[config.mk]
export PLATFORM = sky130hd
export DESIGN_NAME = seq_div
export DESIGN_NICKNAME = d
export VERILOG_FILES = /design/src/rtl/seq_div.sv
export SDC_FILE = /design/constraint.sdc
export NUM_CORES = 1
export LEC_CHECK = 0
export CAP_MARGIN = 10
export CORE_AREA = 5 5 210 131
export CTS_BUF_LIST = sky130_fd_sc_hd__clkbuf_8
export DETAILED_ROUTE_END_ITERATION = 8
export DIE_AREA = 0 0 215 136
export PLACE_DENSITY = 0.79
export SLEW_MARGIN = 10
export SYNTH_ARGS = -nofsm -noshare
export SYNTH_HDL_FRONTEND = slang
export SYNTH_SLANG_ARGS = --single-unit
[constraint.sdc]
create_clock -name clk -period 4 [get_ports clk]
set_clock_uncertainty 0.15 [all_clocks]
set_input_delay 0.8 -clock clk [delete_from_list [all_inputs] [get_ports clk]]
set_output_delay 0.8 -clock clk [all_outputs]
set_load 0.01 [all_outputs]
[src/rtl/seq_div.sv]
// ---------------------------------------------------------------------------
// seq_div -- iterative 32-bit restoring divider for DIV/DIVU.
//
// Produces one quotient bit per cycle on operand magnitudes, then applies
// the signs in a final fix-up cycle (truncation toward zero, remainder takes
// the dividend's sign). Quotient is returned on Lo, remainder on Hi.
//
// Ports:
//   clk    in   rising-edge clock
//   reset  in   synchronous active-high reset; aborts any division
//   ena    in   block enable: gates start acceptance and the Hi/Lo outputs
//   sign   in   1 = signed (DIV), 0 = unsigned (DIVU), sampled with start
//   start  in   division request, accepted only in IDLE with ena high
//   a      in   dividend, sampled with start
//   b      in   divisor, sampled with start
//   Hi     out  remainder (reads 0 while ena is low)
//   Lo     out  quotient  (reads 0 while ena is low)
//   busy   out  high from the accepting edge until the return to IDLE
//   done   out  one-cycle pulse in the cycle the new Hi/Lo appear
//
// state | meaning
// IDLE  | waiting for start & ena
// CALC  | 32 shift-subtract iterations
// FIX   | first cycle: apply signs / div-by-zero, write results, raise done
//       | second cycle: done visible, then return to IDLE
// ---------------------------------------------------------------------------
module seq_div (
    input  logic        clk,
    input  logic        reset,
    input  logic        ena,
    input  logic        sign,
    input  logic        start,
    input  logic [31:0] a,
    input  logic [31:0] b,
    output logic [31:0] Hi,
    output logic [31:0] Lo,
    output logic        busy,
    output logic        done
);

    typedef enum logic [1:0] {IDLE, CALC, FIX} state_t;

    state_t      state_q;
    logic [4:0]  count_q;
    logic [31:0] rem_q;
    logic [31:0] quo_q;
    logic [31:0] babs_q;
    logic [31:0] a_q;
    logic [31:0] hi_q;
    logic [31:0] lo_q;
    logic        qneg_q;
    logic        rneg_q;
    logic        bzero_q;
    logic        busy_q;
    logic        done_q;

    logic [31:0] aabs;
    logic [31:0] babs;
    logic [32:0] rem_sh;
    logic [32:0] trial;
    logic [31:0] rem_d;
    logic [31:0] quo_d;
    logic [31:0] hi_d;
    logic [31:0] lo_d;

    always_comb begin
        aabs = (sign && a[31]) ? -a : a;
        babs = (sign && b[31]) ? -b : b;

        // rem < |b| before the shift, so the shifted value is below 2*|b| and
        // the difference lies in (-2^32, 2^32): bit 32 is a valid sign bit.
        rem_sh = {rem_q, quo_q[31]};
        trial  = rem_sh - {1'b0, babs_q};
        rem_d  = trial[32] ? rem_sh[31:0] : trial[31:0];
        quo_d  = {quo_q[30:0], ~trial[32]};

        lo_d = bzero_q ? 32'hFFFF_FFFF : (qneg_q ? -quo_q : quo_q);
        hi_d = bzero_q ? a_q           : (rneg_q ? -rem_q : rem_q);
    end

    always_ff @(posedge clk) begin
        if (reset) begin
            state_q <= IDLE;
            count_q <= '0;
            rem_q   <= '0;
            quo_q   <= '0;
            babs_q  <= '0;
            a_q     <= '0;
            hi_q    <= '0;
            lo_q    <= '0;
            qneg_q  <= 1'b0;
            rneg_q  <= 1'b0;
            bzero_q <= 1'b0;
            busy_q  <= 1'b0;
            done_q  <= 1'b0;
        end else begin
            case (state_q)
                IDLE: begin
                    done_q <= 1'b0;
                    if (start && ena) begin
                        qneg_q  <= sign & (a[31] ^ b[31]);
                        rneg_q  <= sign & a[31];
                        bzero_q <= (b == 32'd0);
                        a_q     <= a;
                        quo_q   <= aabs;
                        babs_q  <= babs;
                        rem_q   <= '0;
                        count_q <= '0;
                        busy_q  <= 1'b1;
                        state_q <= CALC;
                    end
                end
                CALC: begin
                    rem_q   <= rem_d;
                    quo_q   <= quo_d;
                    count_q <= count_q + 5'd1;
                    if (count_q == 5'd31) begin
                        state_q <= FIX;
                    end
                end
                FIX: begin
                    // done_q doubles as the second-cycle marker of FIX so the
                    // pulse is seen while busy is still high, never in IDLE.
                    if (!done_q) begin
                        hi_q   <= hi_d;
                        lo_q   <= lo_d;
                        done_q <= 1'b1;
                    end else begin
                        done_q  <= 1'b0;
                        busy_q  <= 1'b0;
                        state_q <= IDLE;
                    end
                end
                default: begin
                    state_q <= IDLE;
                    busy_q  <= 1'b0;
                    done_q  <= 1'b0;
                end
            endcase
        end
    end

    assign Hi   = ena ? hi_q : 32'd0;
    assign Lo   = ena ? lo_q : 32'd0;
    assign busy = busy_q;
    assign done = done_q;

endmodule

Word level (Yosys, flattened, before mapping)

Index checks and enable logic that the tools add are counted.

Register bits: 204
Latch bits: 0
Memory bits (writable): 0
Bits in read-only memories: 0
Output and inout bits: 66
Word-level logic and storage cells: 66
Memories: 0

Add/subtract/negate cells: 6
Multipliers: 0
Divide/modulo/power cells: 0
Magnitude comparators: 0
Equality and inequality tests: 6
Shifts and indexed selects: 0
Multiplexer cells: 24
Bitwise operators: 6
Reduce and logical (&&, ||, !) cells: 11

Operator list:

| cell                  | count |
|---|---|
| $mux W32              | 11 |
| $neg A32 Y32          | 4 |
| $pmux W32 S2          | 2 |
| $sub A33 B32 Y33      | 1 |
| $logic_not A32 Y1     | 1 |
| $pmux W5 S2           | 1 |
| $mux W2               | 3 |
| $ne A2 B2 Y1 const B  | 3 |
| $pmux W2 S3           | 1 |
| $reduce_and A2 Y1     | 3 |
| $reduce_and A3 Y1     | 2 |
| $add A5 B1 Y5 const B | 1 |
| $eq A5 B5 Y1 const B  | 1 |
| $mux W5               | 1 |
| $logic_and A1 B1 Y1   | 3 |
| $mux W1               | 3 |
| $not A1 Y1            | 3 |
| $pmux W1 S3           | 1 |
| $and A1 B1 Y1         | 2 |
| $eq A2 B1 Y1 const B  | 1 |
| $eq A2 B2 Y1 const B  | 1 |
| $logic_not A2 Y1      | 1 |
| $pmux W1 S2           | 1 |
| $reduce_bool A2 Y1    | 1 |
| $xor A1 B1 Y1         | 1 |

Logic depth before layout (Yosys ltp)

Gate-level depths: netlist of run 1.

Word-level depth: 4
Gate-level depth with buffers: 13
Depth with buffers taken out: 12

Least setup slack after synthesis of run 1

Ideal clock, no wire load.

Path kind: register to register
Start: register quo_q[31]
End: register rem_q[10]
Arrival time: 2.965 ns
Path slack: 0.753 ns
Cell stages (with the launch flop): 14
Path through: dfxtp_1 -> inv_1 -> ha_1 -> fa_1 -> nand2b_1 -> a21oi_1 -> o41a_1 -> o21ai_0 -> a2111o_1 -> o211ai_1 -> clkbuf_1 -> nor2_1 -> a211oi_1 -> nor3_1

Longest elaborated chain between the ends: 3

RTL lines:

| what                   | RTL line | RTL |
|---|---|---|
| start, declared        | 46       | `logic [31:0] quo_q;` |
| start signal, assigned | 105      | `quo_q <= aabs;` |
| start signal, assigned | 115      | `quo_q <= quo_d;` |
| $sub A33 B32 Y33       | 73       | `trial = rem_sh - {1'b0, babs_q};` |
| $mux W32               | 74       | `rem_d = trial[32] ? rem_sh[31:0] : trial[31:0];` |
| $pmux W32 S2           | 97       | `case (state_q)` |
| end signal, assigned   | 114      | `rem_q <= rem_d;` |
| end, declared          | 45       | `logic [31:0] rem_q;` |

No other way between the ends.
A chain may end at the register's enable or synchronous reset.

Worst setup path in the final report of run 1

Start: register rem_q[0]
End: register rem_q[31]

Longest elaborated chain between the ends: 3

RTL lines:

| what             | RTL line |
|---|---|
| $sub A33 B32 Y33 | 73 |
| $mux W32         | 74 |
| $pmux W32 S2     | 97 |

No other way between the ends.

==> results of run 1 <==
==> area by class of cell <==
type / instances / area share (%)
clock buffers: 45 / 4.19
clock inverters: 16 / 0.711
inverters: 52 / 1.32
multi-input cells: 1314 / 52.6
flip-flops and latches: 204 / 27.6
well taps: 336 / 2.85
repair buffers: 159 / 10.6
==> cells by family (layout without fill, tap and decap cells) <==
logic type                 after synthesis  in the layout  synth area share [%]
adders and majority gates               39             39                  3.98
DFF                                    204            204                  32.8
and+or+nand+nor                        629            629                  23.2
muxes                                   12             12                 0.964
xor gates and xnor gates               141            141                  9.91
AOI/OAI and AO/OA                      493            493                  24.1
buffers and inverters                  166            272                  5.02
==> metal layers <==
layer  wire length, um  vias to the layer above
li1                  -                     6052
met1             19100                     5912
met2             15500                      561
met3              4180                       58
met4               608                        2
met5                13                        -
==> worst max-delay path: stages (launching register included) <==
cell and delay [ns]:
dfxtp_1 0.31, buf_4 0.16, ha_1 0.27, nor2b_1 0.16, o2111ai_1 0.21, a2111oi_0 0.63, nor3_1 0.18, a211oi_1 0.54
nor3_1 0.17, o21ai_0 0.28, mux2i_1 0.22, o211ai_1 0.10
==> state kept, by name, indices dropped and copies added (netlist names), 2 cells and up <==
signal / flops
a_q: 32
babs_q: 32
count_q: 5
hi_q: 32
lo_q: 32
quo_q: 32
rem_q: 32
state_q: 2
==> final timing paths <==
kind              slack [ns]                   from                      to
setup / recovery        0.47  rem_q[0]$_SDFFE_PP0P_  rem_q[31]$_SDFFE_PP0P_
hold / removal          0.31   a_q[14]$_SDFFE_PP0P_    a_q[14]$_SDFFE_PP0P_
setup reg to reg        0.47  rem_q[0]$_SDFFE_PP0P_  rem_q[31]$_SDFFE_PP0P_
hold reg to reg         0.31   a_q[14]$_SDFFE_PP0P_    a_q[14]$_SDFFE_PP0P_
==> metrics by stage <==
step | instances | util (%) | power, mW | cell area [um2]
6_report | 2126 | 57.7 | 5.62 | 14800
2_1_floorplan | 1684 | - | 3.20 | 12500
3_5_place_dp | 2065 | 54.9 | 3.61 | 14100
3_3_place_gp | 2065 | 54.9 | 3.59 | 14100
4_1_cts | 2126 | 57.7 | 5.61 | 14800
5_1_grt | 2126 | 57.7 | 5.88 | 14800
==> power groups by stage <==
stage                     clock network [mW]  logic, mW  registers (mW)
final                                   2.00       1.41            2.21
after global routing                    2.12       1.54            2.22
after CTS                               2.03       1.37            2.21
after detailed placement                   0       1.36            2.25
after global placement                     0       1.35            2.25
after floorplan                            0      0.979            2.22
==> Yosys cell counts (10+ instances only) <==
master and count:
a211oi_1 46, a21o_1 16, a21oi_1 177, a22oi_1 29, and2_1 67, buf_1 11, clkbuf_1 101, dfxtp_1 204
ha_1 38, inv_1 52, mux2i_1 12, nand2_1 265, nand2b_1 14, nand3_1 27, nor2_1 132, nor3_1 45
o21a_1 10, o21ai_0 109, o22ai_1 22, o31ai_1 24, o41ai_1 15, or3_1 15, or4_1 11, xnor2_1 77
xor2_1 64
==> impl_metrics.py, run 1 <==
metrics = {
    "power_and_ir_drop": {
        "p_leak_nw": 5.49,
        "power_density_nw_per_um2": 380,
        "p_seq_share_pct": 39.4,
        "max-vdd-ir-drop_mv": 0.215,
        "p_int_mw": 3.75,
        "p_comb_share_pct": 25.1,
        "switchingPower_mw": 1.86,
        "clkPwrFrac_pct": 35.6,
        "swShare_pct": 33.2,
    },
    "routing": {
        "avgRoutedWirePerCell_um": 18.6,
        "first_pass_iters": 6,
        "vias": 12585,
        "via_per_inst": 5.92,
        "dr.first_iter.drc_count": 1351,
        "drc": 0,
        "ant_nets": 0,
        "drt-total-wl_mm": 39.5,
    },
    "yosys": {
        "synth_nets": 1792,
        "ys_warn_count": 0,
        "ys_types": 59,
        "ys.flop_type": "dfxtp_1",
        "synth_area_per_cell_um2": 7.40,
        "synth_top_area_cell": "dfxtp_1",
        "async_reset_ff_share_pct": 0,
        "synth_edf_count": 0,
        "ys_ff_latch": 204,
        "seq_area_frac_synth_pct": 32.8,
        "syn_area_um2": 12500,
        "syn_inst": 1684,
        "yosysTopAreaCellShare_pct": 32.8,
        "synth.top_cells.by_area": "dfxtp_1 33%, nand2_1 8.0%, a21oi_1 7.1%, xnor2_1 5.4%, xor2_1 4.5%",
    },
    "timing": {
        "rsz0062_at_grt": "no",
        "finalHoldViolCount": 0,
        "timing.final.ws_setup_ns": 0.471,
        "period_share_pct": 88.2,
        "slew_headroom_pct": 22.2,
        "report.final.slew_viol_count": 0,
        "tightest_slew_ns": 1.17,
        "fmax_ghz": 0.283,
        "tns_ns": 0,
        "setup_viol": 0,
        "hold_slack_ns": 0.305,
        "period_minus_slack_ns": 3.53,
    },
    "global_route": {
        "antenna_found_initial": 1,
        "grt_pass1_wl_mm": 62.2,
        "gr-usage-met3_pct": 7.50,
        "grt-ovfl-total": 0,
        "grt_pass1_vias": 11296,
        "grt_max_degree": 179,
        "grtUsageMet1_pct": 39.8,
        "grtUsageMet2_pct": 35.8,
        "grt_usage_pct": 25.9,
        "grt-busiest-layer": "met1",
    },
    "clocking": {
        "htreeDepth": 2,
        "cts_tree": "done",
        "cts_buffers": 35,
        "clock_latency_ns": 0.55,
        "cts_resized": 0,
        "clk_path_buf_depth": 3,
        "cts_setup_buffers": 0,
        "clk_pin_slew_ns": 0.06,
        "cts_root_buf": "clkbuf_8",
        "cts_hold_buf": 0,
        "cts.sinks": 204,
    },
    "place": {
        "hpwl_mm": 28.4,
        "io_buffer_count": 134,
        "gp_congestion": 0.970,
        "dp_slack_ns": 0.206,
    },
    "finish": {
        "multi_input_comb_area_um2": 7780,
        "layout_common_cells": "265 x nand2_1, 203 x dfxtp_1, 177 x a21oi_1",
        "seq_area_um2": 4090,
        "nets": 1874,
        "diodes": 0,
        "drive_gt1_share_pct": 5.75,
        "layout_commonest_cell": "nand2_1",
        "area.growth.synth_to_final_pct": 18.6,
        "nFillCells": 2339,
    },
    "die": {
        "dieArea_um2": 29200,
        "placement_rows": 46,
        "die_w_um": 215,
        "ios": 135,
        "die_h_um": 136,
        "start_util_pct": 48.7,
        "core_area_um2": 25600,
    },
    "worst_setup_path": {
        "cp.arrival_ns": 3.79,
        "required_ns": 4.26,
        "reg2reg_depth": 11,
        "path_class": "flop to flop",
        "end_kind": "flop",
        "critPathMaxFanout": 6,
        "start_kind": "flop",
    },
    "min_path": {
        "worstHoldPathType": "flop to flop",
        "hold_depth": 2,
    },
    "outcome": {
        "status": "complete, no violations",
    },
    "run": {
        "drv_cap": 0,
    },
}
No activity file was read; power rests on OpenSTA's default activity.
==> run 2, diff against run 1 <==
- CORE_AREA: 5 5 210 131 -> 2 2 240 148
- DIE_AREA: 0 0 215 136 -> 0 0 242 150
- PLACE_DENSITY: 0.79 -> 0.64
==> run 2 against run 1 <==
Cell count up 6.8%. Global-route usage down 4.3 points. Worst hold slack worse by 0.0050 ns. Maximum frequency up 0.61%. Setup slack better by 0.021 ns. Critical path depth unchanged. Flip-flop and latch count unchanged. Routed wire length up 2.2%. Critical path type unchanged. Highest routed layer unchanged.
==> impl_metrics.py, run 2 (synthesis gave the netlist of run 1 again) <==
metrics = {
    "place": {
        "hpwl_mm": 29.3,
        "dp.cells": 2206,
        "io_buffer_count": 134,
        "placed_area_um2": 14300,
        "gp_congestion": 0.920,
    },
    "timing": {
        "fmax_ghz": 0.285,
        "hold_slack_ns": 0.300,
        "rsz0062_at_grt": "no",
        "tns_ns": 0,
        "report.final.slew_viol_count": 0,
        "period_share_pct": 87.7,
        "period_minus_slack_ns": 3.51,
        "setup_viol": 0,
        "slew_headroom_pct": 24.0,
        "finalHoldViolCount": 0,
        "tightest_slew_ns": 1.14,
    },
    "worst_setup_path": {
        "crit_family": "compound AO/OA/AOI/OAI gates",
        "cp.arrival_ns": 3.81,
        "reg2reg_depth": 11,
        "slowest_stage": "a2111oi_0",
        "required_ns": 4.30,
        "start_kind": "flop",
        "reg2reg_to": "rem_q[31]$_SDFFE_PP0P_",
        "regToRegSetupSlack_ns": 0.49,
        "cp.buffers_inverters": 1,
        "path_class": "flop to flop",
        "max_stage_delay_ns": 0.71,
        "worstPathCellList": "inv_1 -> ha_1 -> nor2b_1 -> o2111ai_1 -> a2111oi_0 -> nor3_1 -> a211oi_1 -> nor3_1 -> o21ai_0 -> mux2i_1 -> o211ai_1",
        "r2r_start": "babs_q[1]$_SDFFE_PP0P_",
        "critPathMaxFanout": 3,
        "path_common_cell": "nor3_1",
        "end_kind": "flop",
    },
    "global_route": {
        "antenna_found_initial": 3,
        "grt_pass1_wl_mm": 63.2,
        "grt_max_degree": 119,
        "grt_pass1_vias": 11333,
        "grt-ovfl-total": 0,
        "grt_usage_pct": 21.7,
    },
    "clocking": {
        "cts.sinks": 204,
        "cts_setup_buffers": 0,
        "cts_hold_buf": 0,
        "cts_resized": 0,
        "htreeDepth": 2,
        "cts_tree": "done",
        "clk_pin_slew_ns": 0.07,
        "cts_root_buf": "clkbuf_8",
        "clock_latency_ns": 0.58,
        "cts_buffers": 35,
        "clk_path_buf_depth": 3,
    },
    "die": {
        "start_util_pct": 36.4,
        "dieArea_um2": 36300,
        "die_h_um": 150,
        "ios": 135,
        "placement_rows": 53,
        "core_area_um2": 34200,
        "die_w_um": 242,
    },
    "outcome": {
        "status": "complete, no violations",
    },
    "finish": {
        "seq_area_um2": 4090,
        "multi_input_comb_area_um2": 7780,
        "drive_gt1_share_pct": 6.33,
        "nets": 1884,
        "layout_commonest_cell": "nand2_1",
        "fin_area_um2": 15100,
        "area.growth.synth_to_final_pct": 21.0,
        "layout_common_cells": "265 x nand2_1, 203 x dfxtp_1, 177 x a21oi_1",
        "finalNonFillerCells": 2271,
        "nFillCells": 3548,
    },
    "routing": {
        "dr.first_iter.drc_count": 1203,
        "avgRoutedWirePerCell_um": 17.8,
        "drt-total-wl_mm": 40.3,
        "via_per_inst": 5.46,
        "drc": 0,
        "first_pass_iters": 5,
        "ant_nets": 0,
        "vias": 12411,
    },
    "power_and_ir_drop": {
        "power_density_nw_per_um2": 382,
        "max-vdd-ir-drop_mv": 0.196,
        "power_mw": 5.76,
        "p_leak_nw": 5.57,
    },
    "min_path": {
        "worstHoldPathType": "flop to flop",
        "min_from": "hi_q[26]$_SDFFE_PP0P_",
        "worstHoldEndpoint": "hi_q[26]$_SDFFE_PP0P_",
        "hold_depth": 2,
    },
    "run": {
        "drv_cap": 0,
    },
}
run 2: worst max-delay path by stage:
stage,from,to,slack [ns],cells after the start
global route,babs_q[1]$_SDFFE_PP0P_,rem_q[31]$_SDFFE_PP0P_,0.28,11
detailed placement,a[6],quo_q[29]$_SDFFE_PP0P_,0.31,11
finish,babs_q[1]$_SDFFE_PP0P_,rem_q[31]$_SDFFE_PP0P_,0.49,11
floorplan,quo_q[31]$_SDFFE_PP0P_,rem_q[10]$_SDFFE_PP0P_,0.75,13
CTS,babs_q[1]$_SDFFE_PP0P_,rem_q[31]$_SDFFE_PP0P_,0.61,11
global placement,a[6],quo_q[29]$_SDFFE_PP0P_,0.36,11
run 2: final cells by class:
type                    instances  area share (%)
multi-input cells            1314            51.6
clock inverters                17           0.938
clock buffers                  46            4.20
diodes                          2          0.0332
inverters                      52            1.29
well taps                     467            3.88
flip-flops and latches        204            27.1
repair buffers                169            10.9
run 2: worst reg2reg max path, stage by stage (launching register included):
cell	delay, ns
dfxtp_1	0.42
inv_1	0.07
ha_1	0.26
nor2b_1	0.18
o2111ai_1	0.23
a2111oi_0	0.71
nor3_1	0.21
a211oi_1	0.46
nor3_1	0.16
o21ai_0	0.24
mux2i_1	0.22
o211ai_1	0.10
run 2: per-stage QoR:
step / setup slack (ns) / util (%)
after floorplan: 0.753 / -
after global placement: 0.361 / 41.8
after detailed placement: 0.315 / 41.8
after CTS: 0.610 / 44.1
after global routing: 0.276 / 44.1
final: 0.492 / 44.1
run 2: power by group:
| part | leakage, nW | switching [mW] | internal, mW |
|---|---|---|---|
| logic | 3.48 | 0.850 | 0.571 |
| registers | 1.66 | 0.0975 | 2.11 |
| clock network | 0.428 | 0.955 | 1.17 |
| total | 5.57 | 1.90 | 3.86 |
run 2: per-layer routing:
layer  wire, um  share of wire, %  up-vias  track usage, %
met3       3250               8.1       45            4.29
met5         13             0.032        -               0
met2      15900                40      397            30.4
li1           -                 -     6075               -
met1      20600                51     5892            33.7
met4        539               1.3        2            3.86
